### src/rtl/uart_rx_framer.sv
// uart_rx_framer
//   Packs UART bytes into big-endian 16-bit words held in a single-message
//   buffer (256x16 RAM). A message closes after an idle gap of GAP_CYCLES
//   clocks or when MAX_WORDS words have been written. The closed message is
//   handed to the slave-FIFO arbiter through the GOT_FULL_MESSAGE / MSG_LEN /
//   MSG_START / RD_REQ / FIFO_Q handshake.
//
//   Optional feature macro: UART_FRAMER_PARITY_EN
//     defined   : PARITY_OUT = OR of RX_PERR over the accepted bytes
//     undefined : RX_PERR ignored, PARITY_OUT tied to 0
//
// Ports
//   CLK, RST            clock, synchronous active-high reset
//   RX_BYTE/RX_VALID    byte strobe from the UART receiver
//   RX_PERR             parity error for the strobed byte
//   MSG_START           arbiter pulse, starts the drain (READY only)
//   RD_REQ              arbiter word read strobe (DRAIN only)
//   GOT_FULL_MESSAGE    a closed message waits in the buffer
//   MSG_LEN             word count of the buffered message
//   FIFO_Q              registered RAM read data
//   PARITY_OUT          a byte of the message had a parity error
//   OVERFLOW            sticky: a byte arrived while a message was held
module uart_rx_framer #(
  parameter int GAP_CYCLES = 1000,
  parameter int MAX_WORDS  = 255
) (
  input  logic        CLK,
  input  logic        RST,
  input  logic [7:0]  RX_BYTE,
  input  logic        RX_VALID,
  input  logic        RX_PERR,
  input  logic        MSG_START,
  input  logic        RD_REQ,
  output logic        GOT_FULL_MESSAGE,
  output logic [7:0]  MSG_LEN,
  output logic [15:0] FIFO_Q,
  output logic        PARITY_OUT,
  output logic        OVERFLOW
);

  localparam int GW = $clog2(GAP_CYCLES + 1);

  typedef enum logic [1:0] {IDLE, COLLECT, READY, DRAIN} state_t;

  state_t        state, nxt;
  logic [15:0]   ram [256];
  logic [7:0]    wr_ptr, rd_ptr, hi_byte;
  logic          hi_pend;
  logic [GW-1:0] gap_cnt;

  logic          accept, wr_word, gap_exp, pad, len_hit, last_rd, we, close;
  logic [15:0]   wdata;

  // state register
  always_ff @(posedge CLK) begin
    if (RST) state <= IDLE;
    else     state <= nxt;
  end

  // next state and datapath strobes
  always_comb begin
    nxt     = state;
    accept  = RX_VALID && (state == IDLE || state == COLLECT);
    wr_word = accept && hi_pend;
    // a byte in the expiry cycle keeps the message open
    gap_exp = (state == COLLECT) && !RX_VALID &&
              (gap_cnt == GW'(GAP_CYCLES - 1));
    pad     = gap_exp && hi_pend;
    len_hit = wr_word && (wr_ptr == 8'(MAX_WORDS - 1));
    last_rd = (state == DRAIN) && RD_REQ && (rd_ptr == MSG_LEN - 8'd1);
    we      = wr_word || pad;
    wdata   = pad ? {hi_byte, 8'h00} : {hi_byte, RX_BYTE};
    close   = 1'b0;
    case (state)
      IDLE:    if (RX_VALID) nxt = COLLECT;
      COLLECT: if (len_hit || gap_exp) begin
                 nxt   = READY;
                 close = 1'b1;
               end
      READY:   if (MSG_START) nxt = DRAIN;
      DRAIN:   if (last_rd) nxt = IDLE;
      default: nxt = IDLE;
    endcase
  end

  // message RAM, write port only
  always_ff @(posedge CLK) begin
    if (we) ram[wr_ptr] <= wdata;
  end

  always_ff @(posedge CLK) begin
    if (RST) begin
      wr_ptr   <= '0;
      rd_ptr   <= '0;
      hi_byte  <= '0;
      hi_pend  <= 1'b0;
      gap_cnt  <= '0;
      MSG_LEN  <= '0;
      FIFO_Q   <= '0;
      OVERFLOW <= 1'b0;
    end else begin
      if (accept) begin
        gap_cnt <= '0;
        if (hi_pend) begin
          hi_pend <= 1'b0;
        end else begin
          hi_byte <= RX_BYTE;
          hi_pend <= 1'b1;
        end
      end else if (state == COLLECT) begin
        gap_cnt <= gap_cnt + 1'b1;
      end
      if (pad) hi_pend <= 1'b0;
      if (we)  wr_ptr  <= wr_ptr + 8'd1;
      // count includes the word written in the closing cycle
      if (close) MSG_LEN <= wr_ptr + {7'd0, we};
      if (RX_VALID && (state == READY || state == DRAIN)) OVERFLOW <= 1'b1;
      if (state == DRAIN && RD_REQ) begin
        FIFO_Q <= ram[rd_ptr];
        rd_ptr <= rd_ptr + 8'd1;
      end
      // entering IDLE: buffer becomes empty
      if (last_rd) begin
        wr_ptr <= '0;
        rd_ptr <= '0;
      end
    end
  end

`ifdef UART_FRAMER_PARITY_EN
  always_ff @(posedge CLK) begin
    if (RST || last_rd)         PARITY_OUT <= 1'b0;
    else if (accept && RX_PERR) PARITY_OUT <= 1'b1;
  end
`else
  logic unused_perr;
  assign unused_perr = RX_PERR;
  assign PARITY_OUT  = 1'b0;
`endif

  assign GOT_FULL_MESSAGE = (state == READY);

endmodule
### config.mk
export PLATFORM = sky130hd
export DESIGN_NAME = uart_rx_framer
export DESIGN_NICKNAME = d
export VERILOG_FILES = /design/src/rtl/uart_rx_framer.sv
export SDC_FILE = /design/constraint.sdc
export NUM_CORES = 2
export LEC_CHECK = 0
export ABC_AREA = 0
export CAP_MARGIN = 20
export CORE_UTILIZATION = 24
export DETAILED_ROUTE_END_ITERATION = 8
export DONT_BUFFER_PORTS = 1
export HOLD_SLACK_MARGIN = 0.15
export RECOVER_POWER = 25
export SETUP_SLACK_MARGIN = 0.05
export SYNTH_ARGS = -nofsm -noshare
export SYNTH_HDL_FRONTEND = slang
export SYNTH_SLANG_ARGS = --single-unit
### constraint.sdc
create_clock -name CLK -period 7.27 [get_ports CLK]
set_input_delay 1.0905 -clock CLK [delete_from_list [all_inputs] [get_ports CLK]]
set_output_delay 1.0905 -clock CLK [all_outputs]
set_load 0.03 [all_outputs]
Yosys cells after proc, flatten, opt, wreduce, memory -nomap -nowiden:

Memory sizes are Yosys's and may differ from the RTL's. A register that Yosys moved wholly into a read port is not among the register bits.
Cells that the tools add are included.

* flip-flop bits (word level): 46
* latch bits: 0
* RAM bits: 4096
* ROM bits: 0
* input bits: 14
* output and inout bits: 27
* logic and storage cells: 56
* memories: 1

* $add $sub $neg: 5
* $mul: 0
* div/mod/pow operators: 0
* order comparisons: 0
* eq/ne operators: 10
* shifts and indexed selects: 0
* multiplexer cells: 11
* bitwise logic cells: 1
* reduce and logical (&&, ||, !) cells: 20

Memory list
* ram: depth 256, bits a word 16, read ports 1, clocked after Yosys merged registers in 1, write ports 1, RTL line 46 `logic [15:0] ram [256];`

Operators with widths (number)
* $add 8x1->8 const B: 2
* $add 10x1->10 const B: 1
* $eq 10x10->1 const B: 1
* $logic_and 1x1->1: 9
* $add 8x1->8: 1
* $eq 8x8->1: 1
* $eq 8x8->1 const B: 1
* $mux 2: 4
* $mux 8: 1
* $ne 2x2->1 const B: 4
* $pmux 2 s4: 1
* $sub 8x1->8 const B: 1
* $reduce_or 2->1: 3
* $mux 1: 5
* $eq 2x2->1 const B: 2
* $logic_or 1x1->1: 4
* $reduce_and 4->1: 1
* $eq 2x1->1 const B: 1
* $logic_not 2->1: 1
* $reduce_and 2->1: 1
* $logic_not 1->1: 1
* $not 1->1: 1

Logic depth before layout (Yosys ltp):

* depth in word-level cells: 8
* depth in mapped cells: 14
* gate-level depth less buffers: 12

Worst setup path after synthesis:

No wires, ideal clock.

* path type: in2reg
* start: input port RX_VALID
* end: memory ram[0][0] (data pin)
* setup time: 0.873 ns
* arrival time: 4.573 ns
* required time: 6.397 ns
* setup slack: 1.824 ns
* stages: 3
* path buffers: 0
* cells stage by stage: nor4_1 nand2_1 and2_1

* word-level cells in the longest chain between the ends: 5

RTL lines
* start, declared: RTL line 30 `input logic RX_VALID,`
* $logic_not 1->1: RTL line 66 `gap_exp = (state == COLLECT) && !RX_VALID &&`
* $logic_and 1x1->1 (2 in a row): RTL line 66
* $logic_and 1x1->1: RTL line 68 `pad = gap_exp && hi_pend;`
* $mux 8: RTL line 72 `wdata = pad ? {hi_byte, 8'h00} : {hi_byte, RX_BYTE};`
* named net wdata[0]: RTL line 52 `logic [15:0] wdata;`
* end, declared: RTL line 46

The timed path passes the listed nets, and every way through them passes these cells.

Worst setup path after layout:

* start: register hi_byte[7]
* end: memory ram[68][15] (data pin)

RTL lines
* start, declared: RTL line 47 `logic [7:0] wr_ptr, rd_ptr, hi_byte;`
* start signal, assigned: RTL line 95 `hi_byte <= '0;`
* start signal, assigned: RTL line 107 `hi_byte <= RX_BYTE;`

No word-level cell before the write port.

==> reports/results.txt <==
final hold vios -> 0
Buf/Inv on CP -> 1
peak supply drop -> 0.186 mV
post-route clock period utilization -> 82.1%
Clk pwr share -> 41.4%
delay-heaviest family, CP -> buffers and inverters
final clock skew -> 68.1 ps
routability-driven placement congestion ratio -> 0.848
top-count cell post-synth -> edfxtp_1
crit path DAT -> 6090 ps
Slew HR -> -213%
die area -> 676000 µm²
power share of the combinational group -> 4.3%
share of layout cells above drive strength 1 -> 22.5%
P_leak -> 54.5 nW
Clock Path Buffers -> 4
overall power -> 0.0500 W
area of the mapped netlist -> 161000 µm²
status -> complete, but fails checks
die width -> 822 µm
Layout Utilization -> 28.0%
post-synth cell types -> 74
Area Overhead vs Synth -> 16.0%
Least-Margin Pin Slew -> 4690 ps
TritonCTS clock tree -> yes
Async S/R FF share, synth -> 0%
Worst path max stage delay -> 3120 ps
initial antenna violation count -> 32
area of the core -> 669000 µm²
clock root buffer -> clkbuf_16
DRC errors left -> 0
Synth Register Bits -> 4158
critical setup path kind -> flip-flop to flip-flop
# IOs -> 41
Avg Inst Size Synth -> 20.5 µm²
leading post-synthesis cells by cell area -> edfxtp_1 (76%), mux4_2 (11%), mux2i_1 (4.1%), o221ai_1 (1.2%), nor2_1 (0.93%)
H-tree depth -> 5
first-pass GRT wire length -> 655000 µm
startpoint types -> flip-flop
Die Ht -> 822 µm
Hold Slack -> 277 ps
top fanout value on the critical path -> 81
setup TNS -> 0 ps
Switch Pwr -> 0.0108 W
number of buffers added on ports -> 0
dpl ws -> 2290 ps
YS warnings -> 0
number of global-route vias before repair -> 80530
GRT Residual Overflow -> 0
syn nets -> 7904
initial core utilization -> 24.1%
max cap viols -> 21
fmax -> 168 MHz
critical path, cell by cell -> clkbuf_1
Synth top area share -> 76.2%
data required time of the worst path -> 7390 ps
Final #Nets -> 8253
Slew Limit Fails -> 1567
WL per Instance -> 27.2 µm
starting DRC count in detailed routing -> 11618
CP Capture Type -> flip-flop
first-pass iteration count of the detailed router -> 6
Most used DFF post-synth -> edfxtp_1
CTS buffer count -> 413
hpwl dp -> 283000 µm
most frequent cells after synthesis -> edfxtp_1 (4096), mux4_2 (763), mux2i_1 (659)
worst setup margin -> 1300 ps
Seq/Total Area, Yosys -> 77.0%
drt total wl -> 476000 µm
Fill cells -> 65707
area leader, netlist -> edfxtp_1
FP Rows -> 300
final setup violation count -> 0
Post-CTS Setup Repair Bufs -> 0
post-route ant nets -> 0
Worst-path clk slew -> 60 ps
RSZ-0062 raised after global routing -> false
minimum clock period -> 5970 ps
sequential power share -> 54.2%
Crit-path slowest cell -> clkbuf_1
CTS sink count -> 4158
failing checks -> max-capacitance violations, max-slew violations
Internal -> 0.0392 W
DR vias -> 84062
gr usage total -> 13.4%
Cells after Synth -> 7876
drt via density -> 4.81
worst-skew pair later-pin latency -> 1000 ps
Sw Share -> 21.6%
PwrDens -> 267 nW/µm²
Post-synth EDFFs -> 4096
Hold Crit Class -> primary input to flip-flop
largest net degree at the start of global routing -> 189
## cell families (layout without fill, tap and decap cells)
kind of cell               count (synthesis)  in the layout  share of synthesized area (%)
other                                      1             11                        0.00232
adders and majority gates                 14             14                          0.109
AOI/OAI and AO/OA                        896            896                           3.89
and+or+nand+nor                          831            831                           2.27
muxes                                   1438           1438                           14.8
xor gates and xnor gates                  40             40                          0.217
buffers and inverters                    498           1179                           1.71
DFF                                     4158           4158                           77.0
## registers in the layout, indices dropped and copies added, names as in the netlist
| register | count |
|---|---|
| state | 2 |
| ram | 4096 |
| MSG_LEN | 8 |
| OVERFLOW | 1 |
| wr_ptr | 8 |
| rd_ptr | 8 |
| hi_pend | 1 |
| FIFO_Q | 16 |
| gap_cnt | 10 |
| hi_byte | 8 |
## worst paths after layout
path                                  from           to  slack [ps]  depth (start not counted)
worst max register to register  hi_byte[7]  ram[68][15]        1300                          1
worst min-delay path            RX_BYTE[2]   hi_byte[2]         280                          2
worst max-delay path            hi_byte[7]  ram[68][15]        1300                          1
worst min register to register    state[0]     state[0]         510                          2
## through the flow
stage,cells,area (µm²)
after floorplan,7876,161000
after global placement,16666,174000
after detailed placement,16685,174000
after CTS,17434,187000
after global routing,17466,187000
final,17476,187000
## cell type report
class / instances / area [µm²] / share of cell area, %
Timing Repair Buffer: 415 / 3860 / 2.06
Multi-Input combinational cell: 3220 / 35000 / 18.7
Clock buffer: 528 / 10900 / 5.82
Inverter: 17 / 83.8 / 0.0448
Antenna cell: 10 / 25.0 / 0.0134
Clock inverter: 219 / 2000 / 1.07
Sequential cell: 4158 / 124000 / 66.3
Tap cell: 8909 / 11100 / 5.95
## power groups by stage
| stage | combinational (W) | clock [W] | sequential (W) |
|---|---|---|---|
| detailed placement | 0.00217 | 0 | 0.0275 |
| global route | 0.00227 | 0.0218 | 0.0271 |
| global placement | 0.00211 | 0 | 0.0275 |
| floorplan | 0.00107 | 0 | 0.0279 |
| CTS | 0.00217 | 0.0210 | 0.0270 |
| finish | 0.00216 | 0.0207 | 0.0271 |
## layout by cell type (no fill, tap or decap), types with 24 or more instances in the layout
cell	synthesis	routed
bufinv_16	0	31
a31oi_1	28	28
mux2i_1	659	659
buf_8	1	27
edfxtp_1	4096	4096
clkinv_2	0	61
clkinv_1	3	98
o22ai_1	178	178
a211oi_1	37	37
clkbuf_16	0	419
o21ai_0	102	102
nand2_1	152	150
a22oi_1	28	28
nand3_1	63	51
o221ai_1	221	221
nor2_1	402	248
clkbuf_1	214	129
nor3_1	80	78
buf_4	87	307
a21oi_1	151	151
nor2_2	0	153
xnor2_1	24	24
dfxtp_1	62	55
buf_12	0	41
mux4_2	763	763
## metal layers
layer  GRT usage [%]  routed length (µm)  up-vias
li1                -                   -    33635
met1            18.3              190000    45226
met2            21.1              219000     4454
met3            3.04               48200      741
met4            4.45               18100        6
met5               0                  40        -
## what timing repair did
item                      in CTS  in global routing
hold endpoints to repair      16                  0
resized for setup              0                  0
hold buffers                   2                  0
(Power assumes the default switching activity.)
